## config.mk

```make
export PLATFORM = sky130hd
export DESIGN_NAME = irq_ctrl
export DESIGN_NICKNAME = d
export VERILOG_FILES = /design/src/rtl/irq_ctrl.sv
export SDC_FILE = /design/constraint.sdc
export NUM_CORES = 1
export LEC_CHECK = 0
export ABC_AREA = 0
export CAP_MARGIN = 30
export CORE_ASPECT_RATIO = 0.8
export CORE_MARGIN = 3
export CORE_UTILIZATION = 50
export CTS_CLUSTER_SIZE = 28
export DETAILED_ROUTE_END_ITERATION = 7
export DONT_BUFFER_PORTS = 1
export GPL_TIMING_DRIVEN = 0
export HOLD_SLACK_MARGIN = 0.08
export MAX_ROUTING_LAYER = met4
export PLACE_DENSITY = 0.75
export SETUP_SLACK_MARGIN = 0.4
export SLEW_MARGIN = 20
export SYNTH_ARGS = -nofsm -noshare
export SYNTH_HDL_FRONTEND = slang
export SYNTH_SLANG_ARGS = --single-unit
```

## constraint.sdc

```tcl
create_clock -name clk -period 1.6 [get_ports clk]
set_clock_uncertainty 0.1 [all_clocks]
set_input_delay 0.08 -clock clk [delete_from_list [all_inputs] [get_ports clk]]
set_output_delay 0.08 -clock clk [all_outputs]
set_load 0.005 [all_outputs]
```

## src/rtl/irq_ctrl.sv

```systemverilog
// irq_ctrl: four-source interrupt controller for the CPU interrupt input.
// Sources are synchronized, rising-edge detected and latched into a pending
// register; masked pending bits raise a registered irq. The CPU reaches the
// PEND/MASK/ACK/ID registers through a small memory-mapped window.
module irq_ctrl (
    input  logic        clk,
    input  logic        reset,
    input  logic [3:0]  src,
    input  logic        cs,
    input  logic        memwrite,
    input  logic [1:0]  sel,
    input  logic [31:0] writedata,
    output logic [31:0] readdata,
    output logic        irq
);

    localparam logic [1:0] SEL_PEND = 2'd0;
    localparam logic [1:0] SEL_MASK = 2'd1;
    localparam logic [1:0] SEL_ACK  = 2'd2;
    localparam logic [1:0] SEL_ID   = 2'd3;

    logic [3:0] src_p0;      // first synchronizer flop
    logic [3:0] src_p1;      // second synchronizer flop (safe to use)
    logic [3:0] src_p2;      // previous synchronized level, for edge detect
    logic [3:0] src_rise;

    logic [3:0] pend;
    logic [3:0] ovf;
    logic [3:0] mask;

    logic       wr_en;
    logic [3:0] pend_set;
    logic [3:0] pend_clr;
    logic [3:0] ovf_clr;

    logic [3:0] active;
    logic [1:0] id;
    logic       valid;

    // Upper store-data bits have no register behind them.
    logic       wdata_unused;
    assign wdata_unused = ^writedata[31:8];

    // Lowest set index wins; returns 0 when nothing is set.
    function automatic logic [1:0] lowest_idx(input logic [3:0] v);
        logic [1:0] idx;
        idx = 2'd0;
        for (int i = 3; i >= 0; i--) begin
            if (v[i]) idx = i[1:0];
        end
        return idx;
    endfunction

    // ---- stage p0..p2: synchronize sources and keep one level of history
    // Shift each source through two synchronizer flops plus one history flop.
    always_ff @(posedge clk or posedge reset) begin
        if (reset) begin
            src_p0 <= 4'h0;
            src_p1 <= 4'h0;
            src_p2 <= 4'h0;
        end else begin
            src_p0 <= src;
            src_p1 <= src_p0;
            src_p2 <= src_p1;
        end
    end

    // A held-high source yields a single rise; the history flop resets to 0
    // so a source already high at reset release still produces one edge.
    assign src_rise = src_p1 & ~src_p2;

    // ---- stage p3: pending / overflow / mask registers
    // Decode CPU stores into per-bit set and clear requests.
    always_comb begin
        wr_en    = cs & memwrite;
        pend_set = src_rise;
        pend_clr = 4'h0;
        ovf_clr  = 4'h0;
        if (wr_en && sel == SEL_PEND) pend_set = src_rise | writedata[3:0];
        if (wr_en && sel == SEL_ACK) begin
            pend_clr = writedata[3:0];
            ovf_clr  = writedata[7:4];
        end
    end

    // Update pending, overflow and mask; a set always beats a clear.
    always_ff @(posedge clk or posedge reset) begin
        if (reset) begin
            pend <= 4'h0;
            ovf  <= 4'h0;
            mask <= 4'h0;
        end else begin
            pend <= (pend & ~pend_clr) | pend_set;
            // An edge landing on a pending bit that is being acknowledged in
            // the same cycle is treated as the new occurrence, not a loss.
            ovf  <= (ovf & ~ovf_clr) | (src_rise & pend & ~pend_clr);
            if (wr_en && sel == SEL_MASK) mask <= writedata[3:0];
        end
    end

    // ---- stage p4: interrupt request
    assign active = pend & mask;
    assign valid  = |active;
    assign id     = lowest_idx(active);

    // Register the request so it changes one edge after pend or mask.
    always_ff @(posedge clk or posedge reset) begin
        if (reset) irq <= 1'b0;
        else       irq <= valid;
    end

    // Side-effect-free read mux, zero when the window is not selected.
    always_comb begin
        readdata = 32'h0;
        if (cs) begin
            case (sel)
                SEL_PEND: readdata = {24'h0, ovf, pend};
                SEL_MASK: readdata = {28'h0, mask};
                SEL_ACK:  readdata = 32'h0;
                SEL_ID:   readdata = {23'h0, valid, 6'h0, id};
                default:  readdata = 32'h0;
            endcase
        end
    end

endmodule
```

==> metrics.md, run 1 <==
| Metric | Value |
|---|---|
| Outcome | `finished with violations` |
| Failing checks | `negative setup slack` |
| Main synth FF type | `dfrtp_1` |
| TritonCTS Buffers | `3` |
| Pre-CTS WS | `309 ps` |
| Global-route wire length before repair | `3830 um` |
| Post-synth EDFFs | `0` |
| Leakage Power | `0.764 nW` |
| DIE HEIGHT | `50.1 um` |
| Worst Setup End Kind | `output pin` |
| Clk buf depth | `2` |
| Worst setup margin | `-9.25 ps` |
| Antenna violations before repair | `0` |
| Post-Syn Area | `1210 um^2` |
| Routability cong. | `0.853` |
| Hold_buf cts | `15` |
| Final Hold Viols | `0` |
| Finish-stage setup viols | `1` |
| F_max | `621 MHz` |
| R2R setup slack | `510 ps` |
| Max VDD drop | `0.827 mV` |
| Detailed placement HPWL | `1790 um` |
| Hold Path Class | `in -> async` |
| WHS | `39.8 ps` |
| Total grt overflow | `0` |
| Mapped Cells | `107` |
| Clock Latency Late Sink | `320 ps` |
| Antenna Nets Post-Route | `0` |
| Worst EP required | `1420 ps` |
| Asr flop ratio synth | `100%` |
| Cell accounting for the most synthesized area | `dfrtp_1` |
| Initial Util | `54.4%` |
| DRT Pass-1 Iters | `4` |
| Commonest cells after routing, fill and taps aside | `buf_4 (29), dfrtp_1 (25), conb_1 (23)` |
| Reg area | `626 um^2` |
| Clock Pin Slew Worst Setup and Hold Paths | `140 ps` |
| DR iter-0 viols | `35` |
| Slowest stage cell, crit path | `dfrtp_1` |
| Num Clock Sinks | `25` |
| RSZ-0062 raised after global routing | `true` |
| Tcrit/Tclk final | `101%` |
| CP cell instances | `a22o_1 -> o32ai_2 -> o311a_2` |
| Root Buffer | `clkbuf_4` |
| Final Net Count | `198` |
| Global Route Usage Sum | `17.3%` |
| Fin crit period | `1610 ps` |
| DR vias/cell | `5.00` |
| Pins Over Slew Limit | `0` |
| Row cnt | `15` |
| # DRC | `0` |
| Die Width | `61.1 um` |
| Max incr delay on CP | `410 ps` |
| Total Power | `1.31 mW` |
| CP Data Arrival Time | `1430 ps` |
| Netlist cell types | `27` |
| Setup CP Type | `reg -> out` |
| Die Footprint | `3060 um^2` |
| Filler cell count | `172` |
| Diode count | `0` |
| Core footprint | `2230 um^2` |
| Yosys top cell area share | `51.5%` |
| Area growth from synthesis to layout | `32.2%` |
| Via count of the routed design | `900` |
| Top post-synthesis cells by area | `dfrtp_1 (51%), buf_4 (14%), mux2_2 (3.7%)` |
| Vias in the first global route | `896` |
| Multi-input gate area | `485 um^2` |
| Worst setup SP type | `register` |
| CP max FO | `2` |
| Seq cells post-synth | `25` |
| Post-route core utilization | `71.9%` |
| Seq/Total Area, Yosys | `51.5%` |
| Maxcap violations | `0` |
| Final WL | `2510 um` |
| I/O pins | `75` |
| Largest net degree at the start of global routing | `26` |
| Synth warnings | `0` |
| Share of layout cells above drive strength 1 | `31.0%` |
| Port bufs | `0` |
| Drt wl/cell | `14.0 um` |
| H-Tree Level Count | `1` |
| Commonest non-fill, non-tap cell in the layout | `buf_4` |
| P per Cell Area | `818 nW/um^2` |
| Post-synthesis area per instance | `11.4 um^2` |
| CTS tree | `yes` |
==> worst max-delay path: cells and delay by family, from the launching register on <==
kind / cells / cell delay (ps)
DFF: 1 / 410
AOI/OAI and AO/OA: 3 / 710
==> logic make-up after synthesis <==
logic type      after synthesis  share of synthesized area [%]
flops                        25                           51.5
other cells                   1                          0.309
mux                           6                           5.36
buf+inv                      29                           17.4
compound gates               15                           11.4
simple gates                 31                           14.0
==> cell type report <==
type                       instances  share of cell area (%)
inverter                           2                   0.467
tap                               25                    1.95
clock inverter                     1                   0.467
sequential                        25                    38.9
buffer                            27                    12.7
clock buffer                       3                    1.40
multi-input combinational         75                    30.2
timing repair buffer              22                    13.9
==> cells in the mapped netlist, types with 2 or more instances <==
master   instances
nand4_1          2
nor2b_1          5
nor2_1           3
a32o_1           4
nand2_1         12
inv_1            2
dfrtp_1         25
a221o_1          4
mux2i_1          2
buf_6            2
mux2_2           4
and3_1           5
buf_4           23
==> flip-flops by register name, summed over array words and instances, names as in the netlist <==
signal and count:
src_p1 4, mask 4, irq 1, ovf 4
src_p0 4, pend 4, src_p2 4
==> through the flow <==
| stage | cells | cell area (um^2) | TNS, ps |
|---|---|---|---|
| after floorplan | 129 | 1300 | 0 |
| after global placement | 154 | 1330 | 0 |
| after detailed placement | 154 | 1330 | 0 |
| after CTS | 177 | 1560 | 0 |
| after global routing | 180 | 1610 | -46.0 |
| final | 180 | 1610 | -9.25 |
==> what timing repair did <==
| action | 4_1_cts | 5_1_grt |
|---|---|---|
| gates resized for setup | 6 | 0 |
| setup buffers | 4 | 2 |
| setup endpoints to repair | 4 | 5 |
| hold endpoints to repair | 41 | 7 |
==> worst paths after layout <==
path,from,to,cells past startpoint
max,mask[1]$_DFFE_PP0P_,readdata[1],3
min,reset,src_p0[1]$_DFF_PP0_,2
max reg2reg,pend[2]$_DFF_PP0_,pend[2]$_DFF_PP0_,2
min reg2reg,src_p0[2]$_DFF_PP0_,src_p1[2]$_DFF_PP0_,0
max in group asynchronous,reset,pend[1]$_DFF_PP0_,3
min in group clk,memwrite,pend[3]$_DFF_PP0_,2
==> report_power, final <==
| part | switching [mW] | total [mW] | leakage, nW | internal, mW |
|---|---|---|---|---|
| Combinational | 0.131 | 0.303 | 0.479 | 0.172 |
| Sequential | 0.0367 | 0.725 | 0.272 | 0.688 |
| Clock | 0.192 | 0.287 | 0.0139 | 0.0953 |
| Total | 0.359 | 1.31 | 0.764 | 0.956 |
==> per-layer routing <==
layer / GRT usage (%) / share of wire [%] / vias to the layer above / wire (um)
met5: - / 0 / - / 0
met4: 2.17 / 0.24 / 0 / 6
met3: 6.81 / 8.6 / 2 / 216
met2: 31.0 / 52 / 47 / 1310
met1: 18.0 / 39 / 418 / 974
li1: - / - / 433 / -
No activity file was read; power rests on OpenSTA's default activity.
==> inputs of run 2 (changes only) <==
--- a/config.mk
+++ b/config.mk
@@ -7,16 +7,18 @@
 export LEC_CHECK = 0
 export ABC_AREA = 0
 export CAP_MARGIN = 30
+export CELL_PAD_IN_SITES_DETAIL_PLACEMENT = 0
+export CELL_PAD_IN_SITES_GLOBAL_PLACEMENT = 1
 export CORE_ASPECT_RATIO = 0.8
 export CORE_MARGIN = 3
-export CORE_UTILIZATION = 50
+export CORE_UTILIZATION = 44
 export CTS_CLUSTER_SIZE = 28
 export DETAILED_ROUTE_END_ITERATION = 7
 export DONT_BUFFER_PORTS = 1
 export GPL_TIMING_DRIVEN = 0
 export HOLD_SLACK_MARGIN = 0.08
 export MAX_ROUTING_LAYER = met4
-export PLACE_DENSITY = 0.75
+export PLACE_DENSITY = 0.86
 export SETUP_SLACK_MARGIN = 0.4
 export SLEW_MARGIN = 20
 export SYNTH_ARGS = -nofsm -noshare
==> metrics.md, run 2 (synthesized netlist as in run 1, its figures left out) <==
| Metric | Value |
|---|---|
| Outcome | `finished with violations` |
| Failing checks | `negative setup slack` |
| Clock power frac | `23.2%` |
| Via count of the routed design | `872` |
| Share of layout cells above drive strength 1 | `29.4%` |
| Final Net Count | `196` |
| RSZ-0062 raised after global routing | `true` |
| Placed Cells | `165` |
| Maxcap violations | `0` |
| CP Data Arrival Time | `1430 ps` |
| Switching Power | `0.355 mW` |
| Row cnt | `16` |
| Worst EP required | `1420 ps` |
| CP max FO | `2` |
| Initial Util | `47.8%` |
| Multi-input gate area | `478 um^2` |
| Comb power frac | `20.9%` |
| CTS tree | `yes` |
| Commonest cells after routing, fill and taps aside | `buf_4 (26), dfrtp_1 (24), conb_1 (23)` |
| Global Route Usage Sum | `15.5%` |
| Commonest non-fill, non-tap cell in the layout | `buf_4` |
| Reg area | `627 um^2` |
| Filler cell count | `221` |
| DR iter-0 viols | `33` |
| Antenna Nets Post-Route | `0` |
| Area growth from synthesis to layout | `31.9%` |
| Clock Latency Late Sink | `320 ps` |
| Clock Pin Slew Worst Setup and Hold Paths | `140 ps` |
| CP cell instances | `a22o_1 -> o32ai_2 -> o311a_2` |
| Max VDD drop | `0.598 mV` |
| Cell Area, Placed | `1340 um^2` |
| Non-filler instance count after layout | `189` |
| Int Power | `0.948 mW` |
| Largest net degree at the start of global routing | `26` |
| Drt wl/cell | `13.2 um` |
| Num Clock Sinks | `25` |
| Worst setup SP type | `register` |
| Setup CP Type | `reg -> out` |
| P per Cell Area | `813 nW/um^2` |
| Finish-stage setup viols | `1` |
| Slowest stage cell, crit path | `dfrtp_1` |
| Total grt overflow | `0` |
| DR vias/cell | `4.61` |
| Die Width | `64.8 um` |
| Leakage Power | `0.759 nW` |
| Root Buffer | `clkbuf_4` |
| Tcrit/Tclk final | `100%` |
| Max incr delay on CP | `420 ps` |
| Sequential Power Share | `56.0%` |
| R2R setup slack | `510 ps` |
| Final WL | `2500 um` |
| Switching share of power | `27.3%` |
| Antenna violations before repair | `0` |
| Final Hold Viols | `0` |
| TritonCTS Buffers | `3` |
| # DRC | `0` |
| Diode count | `0` |
| Hold Path Class | `in -> reg` |
| DIE HEIGHT | `53 um` |
| Routability cong. | `0.788` |
| Core footprint | `2540 um^2` |
| Port bufs | `0` |
| Vias in the first global route | `812` |
| Pins Over Slew Limit | `0` |
| F_max | `623 MHz` |
| Worst Setup End Kind | `output pin` |
| Post-route core utilization | `63.0%` |
| I/O pins | `75` |
| Cell area after layout | `1600 um^2` |
| DRT Pass-1 Iters | `4` |
| Fin crit period | `1610 ps` |
| Clk buf depth | `2` |
| Die Footprint | `3430 um^2` |
| H-Tree Level Count | `1` |
| Worst setup margin | `-6.40 ps` |
| Detailed placement HPWL | `1810 um` |
| Global-route wire length before repair | `3800 um` |
## run 2: changes by cell type in the layout (fill, tap and decap cells not counted), sizes merged
cell,previous run,this run
buf,33,30
clkinvlp,1,0
dlygate4sd3,15,16
inv,2,3
## run 2: worst paths after layout
check,startpoint,end,cells past startpoint
max in group asynchronous,reset,src_p2[0]$_DFF_PP0_,3
min reg2reg,src_p0[3]$_DFF_PP0_,src_p1[3]$_DFF_PP0_,0
max reg2reg,pend[1]$_DFF_PP0_,pend[1]$_DFF_PP0_,2
min in group asynchronous,reset,src_p1[1]$_DFF_PP0_,3
max,pend[1]$_DFF_PP0_,readdata[1],3
min,cs,pend[3]$_DFF_PP0_,2
## run 2: area by class of cell
class	count	share of cell area, %
sequential	25	39.1
buffer	27	12.7
clock inverter	1	0.546
timing repair buffer	20	13.1
multi-input combinational	75	29.8
inverter	2	0.468
clock buffer	3	1.41
tap	36	2.81
## run 2: per-stage QoR
step                power (mW)  TNS (ps)  hold slack, ps  worst slack [ps]
floorplan                0.904         0            7.32               399
global placement         0.930         0            11.5               339
detailed placement       0.940         0            11.5               297
CTS                       1.30     -5.76            83.2             -5.76
global route              1.38     -45.6            86.0             -45.6
finish                    1.30     -6.40            83.4             -6.40
## run 2: metal layers
layer / share of wire (%) / vias up / GRT usage, %
met1: 41 / 415 / 18.3
met2: 51 / 27 / 25.6
met4: 0.36 / 0 / 2.11
met5: 0 / - / -
met3: 7.1 / 2 / 6.58
li1: - / 428 / -
## run 2: what timing repair did
item                                    CTS  global route
resized for setup                         4             2
setup buffers                             3             0
pin swaps                                 2             1
endpoints found under the hold margin    41             5
hold buffers                             15             1
endpoints found under the setup margin    3             5
## run 2: power groups by stage
stage	logic (mW)	clock network, mW	registers, mW
finish	0.272	0.302	0.729
global route	0.303	0.335	0.737
CTS	0.257	0.315	0.730
detailed placement	0.195	0	0.745
global placement	0.190	0	0.739
floorplan	0.173	0	0.731
## run 2: critical path, delay by kind of cell (launching register included)
family	cells	cell delay, ps
compound gates	3	690
flops	1	420
==> inputs of run 3 (changes only) <==
--- a/config.mk
+++ b/config.mk
@@ -7,18 +7,19 @@
 export LEC_CHECK = 0
 export ABC_AREA = 0
 export CAP_MARGIN = 30
-export CELL_PAD_IN_SITES_DETAIL_PLACEMENT = 0
-export CELL_PAD_IN_SITES_GLOBAL_PLACEMENT = 1
+export CELL_PAD_IN_SITES_DETAIL_PLACEMENT = 1
+export CELL_PAD_IN_SITES_GLOBAL_PLACEMENT = 2
 export CORE_ASPECT_RATIO = 0.8
 export CORE_MARGIN = 3
-export CORE_UTILIZATION = 44
+export CORE_UTILIZATION = 34
 export CTS_CLUSTER_SIZE = 28
 export DETAILED_ROUTE_END_ITERATION = 7
 export DONT_BUFFER_PORTS = 1
 export GPL_TIMING_DRIVEN = 0
 export HOLD_SLACK_MARGIN = 0.08
 export MAX_ROUTING_LAYER = met4
-export PLACE_DENSITY = 0.86
+export PLACE_DENSITY = 0.85
+export REMOVE_ABC_BUFFERS = 1
 export SETUP_SLACK_MARGIN = 0.4
 export SLEW_MARGIN = 20
 export SYNTH_ARGS = -nofsm -noshare
==> metrics.md, run 3 (synthesized netlist as in run 1, its figures left out) <==
| Metric | Value |
|---|---|
| CTS tree | `yes` |
| Commonest non-fill, non-tap cell in the layout | `dfrtp_1` |
| CP Data Arrival Time | `1350 ps` |
| Pins Over Slew Limit | `0` |
| Routability cong. | `0.771` |
| Largest net degree at the start of global routing | `26` |
| Clock Latency Late Sink | `270 ps` |
| P per Cell Area | `959 nW/um^2` |
| Drt wl/cell | `15.1 um` |
| Setup CP Type | `reg -> out` |
| H-Tree Level Count | `1` |
| Diode count | `0` |
| Tcrit/Tclk final | `95.5%` |
| Worst EP required | `1420 ps` |
| TritonCTS Buffers | `3` |
| Worst setup SP type | `register` |
| Antenna violations before repair | `0` |
| DIE HEIGHT | `59.5 um` |
| Worst setup margin | `72.4 ps` |
| Die Width | `72.8 um` |
| DR vias/cell | `5.04` |
| Port bufs | `0` |
| Via count of the routed design | `842` |
| Die Footprint | `4330 um^2` |
| Final WL | `2520 um` |
| Final Net Count | `170` |
| Clk buf depth | `2` |
| Commonest cells after routing, fill and taps aside | `dfrtp_1 (24), conb_1 (23), dlygate4sd3_1 (14)` |
| F_max | `655 MHz` |
| Antenna Nets Post-Route | `0` |
| DRT Pass-1 Iters | `4` |
| # DRC | `0` |
| Filler cell count | `361` |
| Max VDD drop | `0.557 mV` |
| CP cell instances | `a22o_1 -> o32ai_2 -> o311a_2` |
| Max incr delay on CP | `390 ps` |
| Slowest stage cell, crit path | `dfrtp_1` |
| Num Clock Sinks | `25` |
| Finish-stage setup viols | `0` |
| Vias in the first global route | `788` |
| Total Power | `1.35 mW` |
| Area growth from synthesis to layout | `15.9%` |
| Worst path bufs/invs | `0` |
| Worst Setup End Kind | `output pin` |
| Clock Pin Slew Worst Setup and Hold Paths | `90 ps` |
| Outcome | `finished clean` |
| Global Route Usage Sum | `12.4%` |
| Total grt overflow | `0` |
| Root Buffer | `clkbuf_8` |
| Share of layout cells above drive strength 1 | `16.5%` |
| DR iter-0 viols | `20` |
| Initial Util | `37.5%` |
| RSZ-0062 raised after global routing | `true` |
| Final Hold Viols | `0` |
| Core footprint | `3240 um^2` |
| Row cnt | `18` |
| Hold Path Class | `in -> reg` |
| Pre-CTS WS | `226 ps` |
| Fin crit period | `1530 ps` |
| Global-route wire length before repair | `3930 um` |
| Setup tns final | `0 ps` |
| Post-route core utilization | `43.4%` |
| I/O pins | `75` |
| Kind of cell adding the most delay to the critical path | `compound AO/OA/AOI/OAI gates` |
| Detailed placement HPWL | `1830 um` |
| CP max FO | `2` |
| Leakage Power | `0.621 nW` |
| Maxcap violations | `0` |
run 3: metrics by stage:
| stage | instance area [um^2] | instances | hold slack [ps] |
|---|---|---|---|
| after floorplan | 1090 | 102 | 7.32 |
| after global placement | 1140 | 142 | 11.5 |
| after detailed placement | 1140 | 142 | 11.5 |
| after CTS | 1370 | 163 | -165 |
| after global routing | 1410 | 167 | 128 |
| final | 1410 | 167 | 104 |
run 3: worst paths after layout:
kind | start | endpoint | slack, ps | depth (start not counted)
worst max-delay path | mask[1]$_DFFE_PP0P_ | readdata[1] | 70 | 3
worst min-delay path | cs | mask[3]$_DFFE_PP0P_ | 100 | 2
worst max register to register | mask[1]$_DFFE_PP0P_ | mask[1]$_DFFE_PP0P_ | 480 | 3
worst min register to register | src_p0[0]$_DFF_PP0_ | src_p1[0]$_DFF_PP0_ | 250 | 0
max in group asynchronous | reset | pend[3]$_DFF_PP0_ | 760 | 3
min in group asynchronous | reset | src_p0[1]$_DFF_PP0_ | 170 | 2
run 3: final cells by class:
class	count	area, um^2	share of cell area (%)
multi-input combinational	75	473	33.6
sequential	25	627	44.5
inverter	2	7.51	0.533
timing repair buffer	21	200	14.2
tap	40	50.0	3.56
clock inverter	1	8.76	0.622
clock buffer	3	41.3	2.93
run 3: what timing repair did:
action | 4_1_cts | 5_1_grt
endpoints found under the hold margin | 41 | 25
hold buffers | 13 | 1
setup buffers | 4 | 2
endpoints found under the setup margin | 3 | 4
resized for setup | 3 | 1
pin swaps | 3 | 1
run 3: metal layers:
layer	GRT usage [%]	part of all wire [%]
met1	16.7	45
met5	-	0
met3	4.41	8.1
met4	2.37	0.32
met2	18.1	47
run 3: report_power, final:
group | switching, mW | internal [mW]
Combinational | 0.103 | 0.124
Sequential | 0.0376 | 0.689
Clock | 0.214 | 0.183
